`config.mk`:
```
export PLATFORM = sky130hd
export DESIGN_NAME = sdram_init_seq
export DESIGN_NICKNAME = d
export VERILOG_FILES = /design/src/rtl/sdram_init_pkg.sv /design/src/rtl/sdram_init_timer.sv /design/src/rtl/sdram_init_seq.sv
export SDC_FILE = /design/constraint.sdc
export NUM_CORES = 1
export LEC_CHECK = 0
export CAP_MARGIN = 40
export CORE_ASPECT_RATIO = 0.9
export CORE_UTILIZATION = 45
export CTS_CLUSTER_SIZE = 30
export DETAILED_ROUTE_END_ITERATION = 6
export PLACE_DENSITY_LB_ADDON = 0.08
export SYNTH_ARGS = -nofsm -noshare
export SYNTH_HDL_FRONTEND = slang
export SYNTH_SLANG_ARGS = --single-unit
```
`constraint.sdc`:
```
create_clock -name sdram_clk -period 3.6 [get_ports sdram_clk]
set_clock_uncertainty 0.2 [all_clocks]
set_input_delay 0.72 -clock sdram_clk [delete_from_list [all_inputs] [get_ports sdram_clk]]
set_output_delay 0.72 -clock sdram_clk [all_outputs]
set_load 0.05 [all_outputs]
```
`src/rtl/sdram_init_pkg.sv`:
```
// Shared types and helpers for the SDRAM power-up sequencer.
package sdram_init_pkg;

    // SDRAM commands, encoded as {ras_n, cas_n, we_n}
    typedef enum logic [2:0] {
        CMD_MRS       = 3'b000,
        CMD_AREF      = 3'b001,
        CMD_PRECHARGE = 3'b010,
        CMD_NOP       = 3'b111
    } cmd_e;

    typedef enum logic [2:0] {
        WAIT_NOP,
        PRE,
        WAIT_TRP,
        AREF,
        WAIT_TRFC,
        MRS,
        WAIT_TMRD,
        DONE
    } state_e;

    typedef struct packed {
        logic ras_n;
        logic cas_n;
        logic we_n;
    } pins_t;

    function automatic pins_t cmd_to_pins(input cmd_e cmd);
        pins_t p;
        {p.ras_n, p.cas_n, p.we_n} = cmd;
        return p;
    endfunction

    function automatic int unsigned max4(input int unsigned a, input int unsigned b,
                                         input int unsigned c, input int unsigned d);
        int unsigned m;
        m = a;
        if (b > m) m = b;
        if (c > m) m = c;
        if (d > m) m = d;
        return m;
    endfunction

endpackage

```
`src/rtl/sdram_init_timer.sv`:
```
// Loadable down-counter that stops at zero; shared wait timer of the init sequencer.
module sdram_init_timer
    import sdram_init_pkg::*;
#(
    parameter int unsigned     W       = 10,
    parameter logic [W-1:0]    RST_VAL = '0
) (
    input  logic         clk_i,
    input  logic         rst_i,
    input  logic         load_i,
    input  logic [W-1:0] load_val_i,
    input  logic         en_i,
    output logic         zero_o
);

    logic [W-1:0] cnt_q;

    // Load has priority over counting; the count saturates at zero
    always_ff @(posedge clk_i) begin
        if (rst_i) begin
            cnt_q <= RST_VAL;
        end else if (load_i) begin
            cnt_q <= load_val_i;
        end else if (en_i && (cnt_q != '0)) begin
            cnt_q <= cnt_q - W'(1);
        end
    end

    assign zero_o = (cnt_q == '0);

endmodule

```
`src/rtl/sdram_init_seq.sv`:
```
// SDRAM power-up sequencer: NOP wait, PRECHARGE-ALL, N x AUTO-REFRESH, LOAD-MODE, then init_done.
module sdram_init_seq
    import sdram_init_pkg::*;
#(
    parameter int unsigned NOP_CYCLES    = 600,
    parameter int unsigned TRP_CYCLES    = 3,
    parameter int unsigned TRFC_CYCLES   = 7,
    parameter int unsigned TMRD_CYCLES   = 2,
    parameter int unsigned REFRESH_COUNT = 2,
    parameter int unsigned ADDR_W        = 12,
    parameter logic [ADDR_W-1:0] MODE_REG = 'h033
) (
    input  logic              sdram_clk,
    input  logic              sdram_reset,
    input  logic              init_req,
    output logic              sdr_cke,
    output logic              sdr_cs_n,
    output logic              sdr_ras_n,
    output logic              sdr_cas_n,
    output logic              sdr_we_n,
    output logic [1:0]        sdr_ba,
    output logic [ADDR_W-1:0] sdr_addr,
    output logic              init_done
);

    localparam int unsigned CNT_W = $clog2(max4(NOP_CYCLES, TRP_CYCLES, TRFC_CYCLES, TMRD_CYCLES) + 1);
    localparam int unsigned REF_W = $clog2(REFRESH_COUNT + 1);

    state_e              state_q, state_d;
    logic [REF_W-1:0]    ref_q, ref_d;
    logic                cke_q;
    logic                cs_n_q;
    cmd_e                cmd_q, cmd_d;
    logic [1:0]          ba_q;
    logic [ADDR_W-1:0]   addr_q, addr_d;
    logic                done_q, done_d;

    logic                tmr_load;
    logic [CNT_W-1:0]    tmr_load_val;
    logic                tmr_en;
    logic                tmr_zero;
    pins_t               pins;

    sdram_init_timer #(
        .W       (CNT_W),
        .RST_VAL (CNT_W'(NOP_CYCLES - 1))
    ) u_timer (
        .clk_i      (sdram_clk),
        .rst_i      (sdram_reset),
        .load_i     (tmr_load),
        .load_val_i (tmr_load_val),
        .en_i       (tmr_en),
        .zero_o     (tmr_zero)
    );

    // Next state, timer control and the registered command for the coming cycle
    always_comb begin
        state_d      = state_q;
        ref_d        = ref_q;
        cmd_d        = CMD_NOP;
        addr_d       = '0;
        tmr_load     = 1'b0;
        tmr_load_val = '0;
        tmr_en       = 1'b0;
        // cke_q low marks cycle 0 after reset: its NOP is the first counted one,
        // so the timer keeps its reset value (NOP_CYCLES-1) for that cycle.
        if (cke_q) begin
            tmr_en = 1'b1;
            case (state_q)
                WAIT_NOP:  if (tmr_zero) state_d = PRE;
                PRE:       if (tmr_zero) state_d = WAIT_TRP;
                WAIT_TRP:  if (tmr_zero) state_d = AREF;
                AREF:      if (tmr_zero) state_d = WAIT_TRFC;
                WAIT_TRFC: if (tmr_zero) state_d = (ref_q != '0) ? AREF : MRS;
                MRS:       if (tmr_zero) state_d = WAIT_TMRD;
                WAIT_TMRD: if (tmr_zero) state_d = DONE;
                DONE:      if (init_req) state_d = WAIT_NOP;
                default:   state_d = WAIT_NOP;
            endcase
            if (state_d != state_q) begin
                tmr_load = 1'b1;
                case (state_d)
                    WAIT_NOP: begin
                        tmr_load_val = CNT_W'(NOP_CYCLES - 1);
                        ref_d        = REF_W'(REFRESH_COUNT);
                    end
                    PRE: begin
                        cmd_d      = CMD_PRECHARGE;
                        addr_d[10] = 1'b1;
                    end
                    WAIT_TRP:  tmr_load_val = CNT_W'(TRP_CYCLES - 1);
                    AREF: begin
                        cmd_d = CMD_AREF;
                        ref_d = ref_q - REF_W'(1);
                    end
                    WAIT_TRFC: tmr_load_val = CNT_W'(TRFC_CYCLES - 1);
                    MRS: begin
                        cmd_d  = CMD_MRS;
                        addr_d = MODE_REG;
                    end
                    WAIT_TMRD: tmr_load_val = CNT_W'(TMRD_CYCLES - 1);
                    default: ;
                endcase
            end
        end
        done_d = (state_d == DONE);
    end

    // State and output registers
    always_ff @(posedge sdram_clk) begin
        if (sdram_reset) begin
            state_q <= WAIT_NOP;
            ref_q   <= REF_W'(REFRESH_COUNT);
            cke_q   <= 1'b0;
            cs_n_q  <= 1'b0;
            cmd_q   <= CMD_NOP;
            ba_q    <= '0;
            addr_q  <= '0;
            done_q  <= 1'b0;
        end else begin
            state_q <= state_d;
            ref_q   <= ref_d;
            cke_q   <= 1'b1;
            cs_n_q  <= 1'b0;
            cmd_q   <= cmd_d;
            ba_q    <= '0;
            addr_q  <= addr_d;
            done_q  <= done_d;
        end
    end

    assign pins      = cmd_to_pins(cmd_q);
    assign sdr_cke   = cke_q;
    assign sdr_cs_n  = cs_n_q;
    assign sdr_ras_n = pins.ras_n;
    assign sdr_cas_n = pins.cas_n;
    assign sdr_we_n  = pins.we_n;
    assign sdr_ba    = ba_q;
    assign sdr_addr  = addr_q;
    assign init_done = done_q;

endmodule

```
After elaboration in Yosys (flattened, before gate mapping)
Cells that the tools add are included.

Input bits: 3. Bits in registers: 32. Output and inout port bits: 20. Word-level logic and storage cells: 63.

Muxes and demuxes: 25. Eq/ne operators: 15. Reduce and logical (&&, ||, !) cells: 11. Bitwise gates (word level): 2. Add/sub/neg operators: 2.

Operator list (number): $mux W10 (4); $pmux W10 S4 (1); $mux W3 (11); $eq A3 B3 Y1 const B (8); $pmux W3 S8 (1); $eq A3 B2 Y1 const B (4); $logic_not A10 Y1 (1); $reduce_bool A10 Y1 (1); $sub A10 B1 Y10 const B (1); $pmux W3 S3 (1); $eq A3 B1 Y1 const B (2); $logic_not A3 Y1 (2); $mux W6 (1); $reduce_bool A2 Y1 (3); $mux W1 (5); $pmux W2 S2 (1); $ne A3 B3 Y1 (1); $reduce_and A3 Y1 (1); $reduce_or A3 Y1 (1); $not A1 Y1 (2); $reduce_or A2 Y1 (1); $sub A2 B1 Y2 const B (1); $logic_and A1 B1 Y1 (1).

Depth between registers and ports, before layout
Gate-level depths: netlist of the first run.

Word-level depth: 10. Gate-level depth with buffers: 9. Depth with buffers taken out: 7.

Hierarchy
From an unflattened synthesis of the first run, not the netlist that was laid out.

Cells, all modules: 202. Area, all modules: 1619.1 µm².

Modules (own cells, without submodules): sdram_init_seq (area an instance 857.1 µm², times used 1, cells an instance 106, sequential area each 240.2 µm²); sdram_init_timer (area an instance 762.0 µm², times used 1, cells an instance 96, sequential area each 200.2 µm²).

Worst setup path before layout of the first run
No wires, ideal clock.

Path kind: reg2reg. Start point: register u_timer.cnt_q[0]. End point: register ref_q[0]. Period minus slack after synthesis: 2.480 ns. Cell stages (with the launch flop): 10. Required time: 3.328 ns. Setup time: 0.072 ns. Data arrival time: 2.209 ns. Slack: 1.120 ns. Buffers on the path: 2. Cell sequence: dfxtp_1 inv_1 ha_1 or3b_2 clkbuf_1 or3_4 buf_6 and3_1 o211ai_2 mux2i_1.

Word-level cells in the longest chain between the ends: 7. Elaborated cells on any way between the ends: 16. Classes of those cells: eq/ne: 2; mux: 10; reduce/logical: 4.

RTL lines: start: declaration (RTL line sdram_init_timer.sv:16) `logic [W-1:0] cnt_q;`; start signal: assignment (RTL line sdram_init_timer.sv:23) `cnt_q <= load_val_i;`; start signal: assignment (RTL line sdram_init_timer.sv:25) `cnt_q <= cnt_q - W'(1);`; $logic_not A10 Y1 (*) (RTL line sdram_init_timer.sv:29) `assign zero_o = (cnt_q == '0);`; $mux W3, or another cell as far along (RTL line sdram_init_seq.sv:76) `WAIT_TMRD: if (tmr_zero) state_d = DONE;`; $pmux W3 S8 (*) (RTL line sdram_init_seq.sv:69) `case (state_q)`; $mux W3 (*) (RTL line sdram_init_seq.sv:67) `if (cke_q) begin`; $eq A3 B2 Y1 or $logic_not A3 Y1 (tied branches) (RTL line sdram_init_seq.sv:82) `case (state_d)`; $reduce_bool A2 Y1 (no line); $reduce_and A3 Y1 (no line); end signal: assignment (RTL line sdram_init_seq.sv:113) `ref_q <= REF_W'(REFRESH_COUNT);`; end signal: assignment (RTL line sdram_init_seq.sv:122) `ref_q <= ref_d;`; end: declaration (RTL line sdram_init_seq.sv:30) `logic [REF_W-1:0] ref_q, ref_d;`.

Every way passes the cells marked *; elsewhere a longest branch is shown, timed or not. The select of a mux whose other input is x is not followed. A chain may end at the register's enable or synchronous reset.

Worst setup path in the final report of the first run
Start point: register u_timer.cnt_q[0]. End point: register u_timer.cnt_q[9].

Word-level cells in the longest chain between the ends: 9. Elaborated cells on any way between the ends: 26. Classes of those cells: add/sub: 1; eq/ne: 4; mux: 16; reduce/logical: 5.

RTL lines: $logic_not A10 Y1 (RTL line sdram_init_timer.sv:29); $mux W3, or another cell as far along (RTL line sdram_init_seq.sv:76); $pmux W3 S8 (RTL line sdram_init_seq.sv:69); $mux W3 (RTL line sdram_init_seq.sv:67); $eq A3 B3 Y1, or another cell as far along (RTL line sdram_init_seq.sv:82); $pmux W10 S4 (RTL line sdram_init_seq.sv:82); $mux W10 (RTL line sdram_init_seq.sv:80) `if (state_d != state_q) begin`; $mux W10 (RTL line sdram_init_seq.sv:67); $mux W10 (RTL line sdram_init_timer.sv:22) `end else if (load_i) begin`.

Several ways; a longest one is shown, not always the timed one. The select of a mux whose other input is x is not followed.

==> results.md, run 1 <==
- Die Height: 54.4 um
- Synth Cell Area: 1380 sq um
- Setup violators final: 0
- I/O pins: 23
- Clock Pin Slew Worst Setup and Hold Paths: 130 ps
- Initial DRT Pass Iterations: 4
- Cell taking the most area after synthesis: dfxtp_1
- Number of flops mapped to enable cells by yosys: 0
- Synth Area per Inst: 8.04 sq um
- Internal power: 0.382 mW
- Setup TNS Final: 0 ps
- Worst-case reg-to-reg path depth: 7
- CP Launch Type: flip-flop
- Vias/cell: 5.66
- First-pass GRT wire length: 4440 um
- Design Power: 0.526 mW
- Req. time, crit path: 3620 ps
- Critical path type: flip-flop to flip-flop
- Vias in the first global route: 938
- GPL Wtd Cong: 0.863
- Fillers: 268
- Mean routed wirelength per cell: 13.3 um
- CTS resizes: 0
- Sw frac: 0.275
- Ys flop type: dfxtp_1
- Reg-to-Reg Start: u_timer.cnt_q[0]
- Post-layout instance area: 1480 sq um
- Async SR Flop Fraction: 0
- Critical Path Sink Type: flip-flop
- Combinational share of power: 0.145
- Most frequent cells after synthesis: dfxtp_1 (22), buf_4 (13), nor2_1 (13)
- HP Start: ref_q[0]
- Core ar.: 2820 sq um
- Crit path arrival time: 2760 ps
- Worst slew pin tran: 619 ps
- CTS tree: done
- Die ar.: 3280 sq um
- Port bufs: 12
- Post-synthesis register bit count: 22
- Hold buffers post-CTS: 0
- Max FO, Critical Path: 10
- N_diodes: 0
- Sequential area share after synthesis: 0.320
- Routed Antenna Nets: 0
- Post-CTS setup buffer count: 0
- Clk pwr share: 0.361
- Drt drc: 0
- Slowest-stage cell, CP: or3b_2
- Top-count cell post-synth: dfxtp_1
- Gr usage total: 0.185
- Total gr overflow: 0
- P&R area growth vs syn: 7.92%
- Via Count: 1205
- Post-layout min period: 2740 ps
- Hold Crit Depth: 2
- Fmax: 0.365 GHz
- Syn Inst Count: 171
- CP startpoint: u_timer.cnt_q[0]
- Initial Util: 0.488
- Net load switching power: 0.145 mW
- Crit share post-route: 0.760
- Hold Fails Final Rpt: 0
- Max Cap Viol: 0
- Placed wire-length estimate: 2040 um
- Nets@finish: 180
- Syn. warnings: 0
- Max VDD drop: 0.000217 V
- Hold WC Path Type: flip-flop to flip-flop
- Synth cell types: 47
- Clock buffer depth: 2
- P_leak: 0.573 nW
- Die X: 60.3 um
- PwrDens: 355 nW/um^2
- Outcome: completed
- Relative slew margins: 0.583
- Top post-synthesis cells by area: dfxtp_1 (32%), buf_4 (7.1%), o21ai_0 (4.0%)
- Initial DRC count: 30
- Worst stage delay on the critical path: 540 ps
- Crit-path cells: inv_1 -> ha_1 -> or3b_2 -> nor3_4 -> a21o_1 -> o21ai_0 -> a221o_1
- Sequential share of power: 0.494
- WL final: 2820 um
- Largest net degree at the start of global routing: 24
- Placed cell areas: 1430 sq um
- H-tree levels: 1
- Clk root buf: clkbuf_4
- Cell Rows: 18
- Slew Limit Fails: 0
- Clk sinks: 22
- Total CTS buffers: 3
- Top cell type's share of synthesized area: 0.320
- Layout cell share with drive strength beyond 1: 0.0751
- RSZ-0062 raised after global routing: false
- Antenna violations before repair: 0
- Worst skew pair latency: 310 ps
metal layers:
metal | track usage | part of all wire | vias to the layer above
met5 | 0 | 0 | -
met4 | 0.0465 | 0.0078 | 0
met3 | 0.0426 | 0.050 | 4
met2 | 0.295 | 0.46 | 34
met1 | 0.251 | 0.48 | 571
li1 | - | - | 596
final timing paths:
check,end,slack [ps]
setup / recovery,u_timer.cnt_q[9],860
hold / removal,ref_q[0],290
setup reg to reg,u_timer.cnt_q[9],860
hold reg to reg,ref_q[0],290
registers in the layout (all words and copies together) (netlist names):
signal	count
init_done	1
cmd_q	3
state_q	3
u_timer.cnt_q	10
sdr_cke	1
ref_q	2
sdr_addr	2
final cells by class:
type	count	area, sq um	area share
Multi-Input combinational cell	123	772	0.520
Sequential cell	22	440	0.297
Timing Repair Buffer	13	128	0.0860
Tap cell	40	50.0	0.0337
Inverter	11	41.3	0.0278
Clock inverter	1	30.0	0.0202
Clock buffer	3	22.5	0.0152
stage by stage:
stage | utilization | std cells | setup slack [ps] | hold slack, ps
finish | 0.527 | 213 | 862 | 293
CTS | 0.527 | 213 | 868 | 297
global route | 0.527 | 213 | 738 | 325
global placement | 0.508 | 209 | 819 | 246
floorplan | - | 180 | 1120 | 238
detailed placement | 0.508 | 209 | 762 | 280
cells in the final DEF (no fill, tap or decap), drive strengths merged, types with 3 or more instances in the layout:
master,count
a211o,3
a211oi,6
a21oi,8
clkbuf,3
clkdlybuf4s50,12
conb,10
dfxtp,22
ha,3
inv,11
nand2,12
nand3,9
nor2,13
nor3,9
nor4,3
o21ai,11
or3,3
xnor2,3
power groups by stage:
stage / sequential, mW / combinational [mW] / clock, mW
2_1_floorplan: 0.262 / 0.0718 / 0
3_5_place_dp: 0.265 / 0.0751 / 0
3_3_place_gp: 0.266 / 0.0755 / 0
6_report: 0.260 / 0.0764 / 0.190
4_1_cts: 0.260 / 0.0754 / 0.197
5_1_grt: 0.261 / 0.0818 / 0.205
cells by family after synthesis:
logic type	Yosys count	share of synthesized area
flops	22	0.320
simple gates	59	0.233
xor+xnor	4	0.0255
compound gates	45	0.234
mux	2	0.0146
other cells	1	0.00273
buf+inv	35	0.143
fa+ha+maj	3	0.0273
critical path, delay by kind of cell (launching register included):
kind,cells,cell delay (ps)
adder cells (fa/ha/maj),1,180
flip-flops,1,350
AO/OA/AOI/OAI,3,860
buffers and inverters,1,120
AND/OR/NAND/NOR,2,930
Note: power is estimated with default switching activity, not from simulation.
==> run 2, diff against run 1 <==
- clock period: 3.6 -> 2.8 ns (I/O delays scaled with it)
==> run 2 against run 1 <==
Compared with the run above: global-route usage grew 2.8 points; sequential share of layout area shrank 0.59 points; sequential cell count is the same; first-iteration DRC count grew 53%; sequential power grew 28%; highest routed layer unchanged.
==> results.md, run 2 (same netlist as run 1, synthesis figures left out) <==
- Drt drc: 0 (unchanged)
- Max reg flops: 10 (unchanged)
- Vias in the first global route: 1056 (+13%)
- Reg-to-Reg Start: u_timer.cnt_q[0]
- Commonest non-fill, non-tap cell in the layout: dfxtp_1
- Port bufs: 12 (unchanged)
- Critical path's top delay family: compound AO/OA/AOI/OAI gates
- Hold Fails Final Rpt: 0 (unchanged)
- Critical path type: flip-flop to flip-flop
- Initial DRC count: 46 (+53%)
- CTS tree: done
- Post-CTS setup buffer count: 0 (unchanged)
- Total gr overflow: 0 (unchanged)
- Slowest-stage cell, CP: o41ai_2
- Routed Antenna Nets: 0 (unchanged)
- Highest Signal Layer: met4
- Clk sinks: 22 (unchanged)
- H-tree levels: 1 (unchanged)
- Total CTS buffers: 3 (unchanged)
- Worst-case reg-to-reg path depth: 7 (unchanged)
- Placed wire-length estimate: 2210 um (+8.3%)
- Via Count: 1189 (-1.3%)
- Critical Path Sink Type: flip-flop
- Clk root buf: clkbuf_4
- Crit share post-route: 0.945 (+0.185)
- Worst path buffer plus inverter count: 1 (unchanged)
- Initial DRT Pass Iterations: 4 (unchanged)
- Final core occ: 0.538 (+0.0107)
- Fillers: 286 (+6.7%)
- I/O pins: 23 (unchanged)
- Worst Setup EP: u_timer.cnt_q[7]
- Nets@finish: 184 (+2.2%)
- Crit-path cells: inv_1 -> ha_1 -> or3b_2 -> o41ai_2 -> nor4_1 -> xnor2_1 -> a211oi_1
- Die X: 60.3 um (unchanged)
- Setup TNS Final: 0 ps (unchanged)
- Largest net degree at the start of global routing: 23 (-4.2%)
- Routed metal-1 wire length: 1570 um (+15%)
- Worst skew pair latency: 320 ps (about the same)
- Clock Pin Slew Worst Setup and Hold Paths: 130 ps (about the same)
- Die ar.: 3280 sq um (unchanged)
- Core ar.: 2820 sq um (unchanged)
- CTS resizes: 0 (unchanged)
- CP Launch Type: flip-flop
- WL met2: 1260 um (-2.9%)
- Outcome: completed
- CP startpoint: u_timer.cnt_q[0]
- Stages on worst setup path: 7 (unchanged)
- Vias/cell: 5.48 (-3.1%)
- Slew Limit Fails: 0 (unchanged)
- Req. time, crit path: 2830 ps (-790 ps)
- Gr usage total: 0.213 (+0.0282)
- Hold Slack: 272 ps (-20.7 ps)
- P&R area growth vs syn: 10.1%
- Die Height: 54.4 um (unchanged)
- GPL Wtd Cong: 0.903 (+4.7%)
- Worst stage delay on the critical path: 660 ps (+120 ps)
- R2R Setup Slk: 150 ps (-710 ps)
- First-pass GRT wire length: 5140 um (+16%)
- Post-layout min period: 2650 ps (-91.0 ps)
- Worst slew pin tran: 639 ps (+20.4 ps)
- Max Cap Viol: 0 (unchanged)
- PwrDens: 448 nW/um^2 (+26%)
- Clock buffer depth: 2 (unchanged)
- Design Power: 0.678 mW (+29%)
- Antenna violations before repair: 0 (unchanged)
- Max VDD drop: 0.000304 V (+40%)
- P_leak: 0.594 nW (+3.6%)
- Max FO, Critical Path: 6 (-4)
- Fmax: 0.378 GHz (+3.4%)
- Layout cell share with drive strength beyond 1: 0.0960 (+0.0209)
- Hold buffers post-CTS: 0 (unchanged)
- Relative slew margins: 0.569 (-0.0139)
- Largest register by flop count: u_timer.cnt_q
- WL final: 2980 um (+5.6%)
- Met3 WL: 113 um (-20%)
- R2r endpoint: u_timer.cnt_q[7]
- Setup violators final: 0 (unchanged)
- N_diodes: 0 (unchanged)
- Mean routed wirelength per cell: 13.7 um (+3.6%)
- RSZ-0062 raised after global routing: false
- Cell Rows: 18 (unchanged)
- Crit path arrival time: 2680 ps (-80 ps)
- Initial Util: 0.488 (unchanged)
- Hold WC Path Type: flip-flop to flip-flop
- Biggest regs: u_timer.cnt_q x10, cmd_q x3, state_q x3
- Commonest cells after routing, fill and taps aside: dfxtp_1 (22), nor2_1 (13), nand2_1 (12), clkdlybuf4s50_1 (12)
run 2: cell types whose count changed in the layout (fill, tap and decap cells not counted):
cell   previous run  this run
buf_4             1         5
run 2: how the worst min path moves through the flow:
stage                   from  endpoint  cells past startpoint  slack, ps
floorplan           ref_q[0]  ref_q[0]                      2        240
finish              ref_q[0]  ref_q[0]                      2        270
detailed placement  ref_q[0]  ref_q[0]                      2        260
global route        ref_q[0]  ref_q[0]                      2        310
CTS                 ref_q[0]  ref_q[0]                      2        280
global placement    ref_q[0]  ref_q[0]                      2        250
run 2: layer usage:
layer,vias up,track usage
li1,608,-
met1,543,0.315
met2,33,0.299
met3,5,0.0496
met4,0,0.0698
met5,-,0
run 2: cell type report:
type                       count  area, sq um  share of cell area
clock buffer                   3         22.5              0.0149
clock inverter                 1         30.0              0.0198
inverter                      11         41.3              0.0273
multi-input combinational    123          772               0.510
sequential                    22          440               0.291
tap                           40         50.0              0.0331
timing repair buffer          17          158               0.104
run 2: stage by stage:
| stage | area, sq um | cells | worst slack [ps] |
|---|---|---|---|
| floorplan | 1410 | 180 | 320 |
| global placement | 1460 | 213 | 183 |
| detailed placement | 1460 | 213 | 138 |
| CTS | 1510 | 217 | 173 |
| global route | 1510 | 217 | 30.6 |
| finish | 1510 | 217 | 153 |
run 2: power breakdown:
| part | total [mW] | internal, mW | switching, mW |
|---|---|---|---|
| clock | 0.243 | 0.145 | 0.0978 |
| sequential | 0.334 | 0.321 | 0.0128 |
| combinational | 0.101 | 0.0265 | 0.0745 |
run 2: worst reg2reg max path, cell delays in order (launching register included):
cell and delay [ps]:
dfxtp_1 350, inv_1 130, ha_1 180, or3b_2 540, o41ai_2 660, nor4_1 140
xnor2_1 160, a211oi_1 210
==> run 3, diff against run 2 <==
--- a/config.mk
+++ b/config.mk
@@ -7,2 +7,3 @@
 export LEC_CHECK = 0
+export ABC_AREA = 1
 export CAP_MARGIN = 40
==> constraint.sdc (replaced) <==
create_clock -name sdram_clk -period 2.8 [get_ports sdram_clk]
set_clock_uncertainty 0.2 [all_clocks]
set_input_delay 0.7 -clock sdram_clk [delete_from_list [all_inputs] [get_ports sdram_clk]]
set_output_delay 0.7 -clock sdram_clk [all_outputs]
set_load 0.05 [all_outputs]
==> run 3 against run 2 <==
Compared with the run above: register-to-register slack improved by 460 ps; worst setup slack better by 270 ps; die area grew 13%; maximum frequency increased by 12%; largest power group unchanged; first-iteration DRC count grew to 3.7 times the previous value; global-route usage shrank 2.6 points; count of clock-buffer cells in the layout stayed put; combinational power grew 25%; non-clock buffer count shrank 3; sequential share of layout area down 2.9 points; final cell count increased by 21%; critical path depth grew 7.
==> results.md, run 3 <==
- Outcome: completed
- CTS tree: done
- Async SR Flop Fraction: 0 (unchanged)
- Antenna violations before repair: 0 (unchanged)
- Worst skew pair latency: 260 ps (-60 ps)
- Max reg flops: 10 (unchanged)
- Drt drc: 0 (unchanged)
- Initial Util: 0.492 (+0.00331)
- Slowest-stage cell, CP: clkdlybuf4s50_1
- Post-CTS setup buffer count: 0 (unchanged)
- Number of flops mapped to enable cells by yosys: 0 (unchanged)
- Nets@finish: 228 (+24%)
- Top post-synthesis cells by area: dfxtp_1 (28%), nand2_1 (8.6%), buf_4 (7.2%)
- Setup violators final: 0 (unchanged)
- Setup TNS Final: 0 ps (unchanged)
- Largest net degree at the start of global routing: 17 (-26%)
- Ys flop type: dfxtp_1
- Worst stage delay on the critical path: 460 ps (-200 ps)
- Mean routed wirelength per cell: 11.9 um (-13%)
- Max VDD drop: 0.000277 V (-8.9%)
- CP Launch Type: input pin
- Biggest regs: u_timer.cnt_q x10, cmd_q x3, state_q x3
- Most frequent cells after synthesis: nand2_1 (36), inv_1 (28), dfxtp_1 (22)
- WL final: 3120 um (+4.7%)
- Slew Limit Fails: 0 (unchanged)
- Die ar.: 3720 sq um (+13%)
- Max FO, Critical Path: 4 (-2)
- Total CTS buffers: 3 (unchanged)
- Vias/cell: 5.04 (-8.1%)
- Sw frac: 0.310 (+0.0364)
- Cell Rows: 19 (+1)
- Core ar.: 3190 sq um (+13%)
- Initial DRT Pass Iterations: 4 (unchanged)
- Combinational share of power: 0.192 (+0.043)
- Via Count: 1320 (+11%)
- Post-synthesis register bit count: 22 (unchanged)
- P_leak: 0.798 nW (+34%)
- Hold Fails Final Rpt: 0 (unchanged)
- Syn Inst Count: 213 (+25%)
- Final core occ: 0.527 (-0.0103)
- RSZ-0062 raised after global routing: false
- Crit share post-route: 0.847 (-0.0981)
- Vias in the first global route: 1211 (+15%)
- CTS resizes: 0 (unchanged)
- Total gr overflow: 0 (unchanged)
- Synth Area per Inst: 7.35 sq um (-8.5%)
- Commonest cells after routing, fill and taps aside: nand2_1 (36), inv_1 (28), dfxtp_1 (22), nand3_1 (19), nor2_1 (19)
- Initial DRC count: 168 (+270%)
- N_diodes: 0 (unchanged)
- Post-layout min period: 2370 ps (-275 ps)
- Port bufs: 12 (unchanged)
- Crit-path cells: clkdlybuf4s50_1 -> inv_1 -> nand4_1 -> nand2_1 -> nor2_1 -> o21ai_1 -> o21bai_2 -> inv_1 -> nand2_1 -> nand2_1 -> nand2_1 -> nand2_1 -> nand2_1 -> nand2_1
- Cell taking the most area after synthesis: dfxtp_1
- Synth cell types: 34 (-28%)
- Largest register by flop count: u_timer.cnt_q
- Most frequent CP cell: nand2_1
- Layout cell share with drive strength beyond 1: 0.155 (+0.0585)
- Commonest non-fill, non-tap cell in the layout: nand2_1
- P&R area growth vs syn: 7.27%
- Crit path arrival time: 2330 ps (-350 ps)
- Internal power: 0.453 mW (-8.1%)
- Synth Cell Area: 1570 sq um (+14%)
- H-tree levels: 1 (unchanged)
- Fmax: 0.422 GHz (+12%)
- First-pass GRT wire length: 5350 um (+4.0%)
- Net load switching power: 0.203 mW (+9.7%)
- Routed Antenna Nets: 0 (unchanged)
- Critical path type: input pin to flip-flop
- Max Cap Viol: 0 (unchanged)
- Die X: 64.2 um (+6.5%)
- I/O pins: 23 (unchanged)
- Req. time, crit path: 2760 ps (-70 ps)
- Critical Path Sink Type: flip-flop
- Relative slew margins: 0.666 (+0.0966)
- Met3 usage: 0.0413 (-0.00831)
- Global Route met1 Usage: 0.227 (-0.0875)
- Top-count cell post-synth: nand2_1
- Hold WC Path Type: flip-flop to flip-flop
- Inst Count DP: 259 (+22%)
- Final Non-Filler Cells: 262 (+21%)
- Clock Pin Slew Worst Setup and Hold Paths: 80 ps (-50 ps)
- Grt peak-use layer: met2
- Gr usage total: 0.187 (-0.0261)
- Hold buffers post-CTS: 0 (unchanged)
- Die Height: 58.0 um (+6.5%)
- Clock buffer depth: 2 (unchanged)
- Worst slew pin tran: 500 ps (-140 ps)
- GPL Wtd Cong: 0.865 (-4.2%)
- Top cell type's share of synthesized area: 0.281 (-0.0391)
- Sequential share of power: 0.506 (+0.013)
- Placed wire-length estimate: 2410 um (+9.1%)
- Grt met2 use: 0.340 (+0.0419)
- PwrDens: 390 nW/um^2 (-13%)
- Syn. warnings: 0 (unchanged)
- Sequential area share after synthesis: 0.281 (-0.0391)
- Clk root buf: clkbuf_8
- Clk sinks: 22 (unchanged)
- Clk pwr share: 0.302 (-0.056)
## run 3: cell types whose count changed in the layout (fill, tap and decap cells not counted), sizes merged, moves of 3 or more
cell and change:
a211o -3, a211oi -6, buf -3, inv +17, nand2 +35, nand3 +16
nand4 +4, nor2 +11, nor3 -5, nor4 -3, or3 -3, xor2 +4
## run 3: worst max-delay path: cells and delay by family
kind	cells	cell delay, ps
buffers and inverters	3	620
AND/OR/NAND/NOR	9	710
AO/OA/AOI/OAI	2	310
## run 3: cells by family (layout without fill, tap and decap cells)
| kind of cell | Yosys count | after routing | synth area share |
|---|---|---|---|
| AOI/OAI and AO/OA | 25 | 25 | 0.115 |
| xor gates and xnor gates | 7 | 7 | 0.0391 |
| adders and majority gates | 3 | 3 | 0.0240 |
| buffers and inverters | 47 | 45 | 0.162 |
| DFF | 22 | 22 | 0.281 |
| other | 1 | 10 | 0.00239 |
| and+or+nand+nor | 108 | 108 | 0.376 |
## run 3: per-stage QoR
stage                     worst slack [ps]  hold slack [ps]  power [mW]  cell area (sq um)
final                                  428              309       0.656               1680
after global routing                   189              339       0.692               1680
after CTS                              440              309       0.665               1680
after detailed placement               174              289       0.464               1640
after global placement                 225              281       0.463               1640
after floorplan                        882              263       0.455               1600
## run 3: layer usage
metal | vias up | share of wire
met5 | - | 0
met4 | 0 | 0.0042
met3 | 2 | 0.041
met2 | 36 | 0.50
met1 | 606 | 0.45
li1 | 676 | -
## run 3: worst paths after layout
| check | from | endpoint | slack, ps | cells after the start |
|---|---|---|---|---|
| setup / recovery | init_req | u_timer.cnt_q[0] | 430 | 14 |
| hold / removal | ref_q[1] | ref_q[1] | 310 | 2 |
| setup reg to reg | u_timer.cnt_q[0] | u_timer.cnt_q[5] | 610 | 13 |
| hold reg to reg | ref_q[1] | ref_q[1] | 310 | 2 |
## run 3: power by group through the flow
stage | sequential (mW) | combinational [mW] | clock, mW
finish | 0.332 | 0.126 | 0.198
detailed placement | 0.339 | 0.125 | 0
global placement | 0.339 | 0.124 | 0
global route | 0.334 | 0.140 | 0.219
floorplan | 0.338 | 0.117 | 0
CTS | 0.332 | 0.126 | 0.208
## run 3: layout make-up
class                   instances  area, sq um
repair buffers                 14          135
well taps                      42         52.6
inverters                      28          105
flip-flops and latches         22          440
multi-input cells             153          906
fillers                       322         1510
clock buffers                   3         41.3
==> edit: new RTL, settings of run 2 <==
Set the parameter `TRP_CYCLES` to 2 (it was 3).
--- a/src/rtl/sdram_init_seq.sv
+++ b/src/rtl/sdram_init_seq.sv
@@ -3,7 +3,7 @@
     import sdram_init_pkg::*;
 #(
     parameter int unsigned NOP_CYCLES    = 600,
-    parameter int unsigned TRP_CYCLES    = 3,
+    parameter int unsigned TRP_CYCLES    = 2,
     parameter int unsigned TRFC_CYCLES   = 7,
     parameter int unsigned TMRD_CYCLES   = 2,
     parameter int unsigned REFRESH_COUNT = 2,
Function: no difference found for any inputs over 10 cycles, from zero or initial values and one cycle with sdram_reset high; that may be too few to reach the edited logic, so the function may still have changed.
==> edit against run 2 <==
Routed wire length hardly changed. Setup slack gained 300 ps. Non-clock buffer count down 1. Total power decreased by 5.3%. Critical path depth unchanged. Sequential share of layout area down 1.2 points. Synthesized area rose by 6.6%. Final area up 4.1%. Sequential cell count stayed put.
==> edit: results (changes against run 2) <==
metric,value,unit,change
status,"finished, final reports clean",,
cpPeakStageDelay,520,ps,-140 ps
drt_iter0_drc,60,,+30%
grt_pass1_wl,5.09,mm,-0.93%
yosysSeqAreaShare,30.0,%,-2.0 points
placed_area,1520,µm²,+4.3%
power_leakage,0.583,nW,-1.8%
synth.distinct_cells,54,,+15%
grt_pass1_vias,1038,,-1.7%
crit_fanout,12,,+6
dpl.cell_count,214,,+0.47%
gp_congestion,0.787,,-13%
drive_above_1_share,12.5,%,+2.9 points
htreeDepth,1,,unchanged
ir_drop,0.381,mV,+25%
arrival,2350,ps,-330 ps
nFillCells,289,,+1.0%
slowest_stage,o21ai_0,,
dr.pass1.iters,4,,unchanged
grtUsageTotal,18.6,%,-2.7 points
sw_frac_of_total,25.5,%,-1.8 points
synth.area.mux_share,3.50,%,+2.0 points
post-place-ws,357,ps,+218 ps
tightestPinTransition,522,ps,-118 ps
synthXorXnorAreaFrac,3.58,%,+1.0 points
hpwl,2.19,mm,-0.70%
viasPerCell,5.37,,-2.0%
synthAdderAreaFrac,2.56,%,-0.17 points
vias,1171,,-1.5%
synth-compound-area-share,18.3,%,-5.0 points
p_clk,248,µW,+2%
internal_power,478,µW,-2.9%
drt_wl_total,2.98,mm,about the same
yosys-top-cells-count,"22 x dfxtp_1, 13 x buf_4, 13 x nor2_1",,
synth_area_leaders,"dfxtp_1 30%, buf_4 6.7%, nor2_1 3.3%",,
seq_cell_power,324,µW,-3%
clkTransAtPathRegs,120,ps,
syn_inst,169,,-1.2%
whs_path_depth,2,,unchanged
edit: cell count changes after synthesis, sizes merged, moves of 3 or more:
| cell | run 2 | this run |
|---|---|---|
| and2 | 0 | 4 |
| inv | 11 | 8 |
| nand2b | 0 | 3 |
| a211oi | 6 | 1 |
| xor2 | 1 | 4 |
edit: path summary, 6_finish.rpt:
check,startpoint,end,slack (ps)
max reg2reg,u_timer.cnt_q[0]$_SDFFE_PP1P_,u_timer.cnt_q[0]$_SDFFE_PP1P_,460
min,ref_q[1]$_SDFFE_PP1P_,ref_q[1]$_SDFFE_PP1P_,330
min reg2reg,ref_q[1]$_SDFFE_PP1P_,ref_q[1]$_SDFFE_PP1P_,330
max,u_timer.cnt_q[0]$_SDFFE_PP1P_,u_timer.cnt_q[0]$_SDFFE_PP1P_,460
edit: layout make-up:
class / count / area, µm² / share of cell area, %
Sequential cell: 22 / 440 / 27.9
Timing Repair Buffer: 16 / 150 / 9.52
Multi-Input combinational cell: 126 / 851 / 54.0
Clock inverter: 1 / 30.0 / 1.90
Tap cell: 42 / 52.6 / 3.33
Inverter: 8 / 30.0 / 1.90
Clock buffer: 3 / 22.5 / 1.43
edit: worst max-delay path: cells and delay by family, from the launching register on:
family,cells,cell delay [ps]
flip-flops,1,360
AND/OR/NAND/NOR,3,660
buffers and inverters,1,130
adder cells (fa/ha/maj),1,190
AO/OA/AOI/OAI,2,700
edit: routing by layer:
metal | global-route usage, % | share of wire, % | vias up | wire length (µm)
met5 | 0 | 0 | - | 0
met2 | 28.9 | 43 | 33 | 1290
met4 | 2.99 | 0.57 | 0 | 17
li1 | - | - | 596 | -
met1 | 26.4 | 51 | 540 | 1510
met3 | 4.51 | 5.5 | 2 | 164
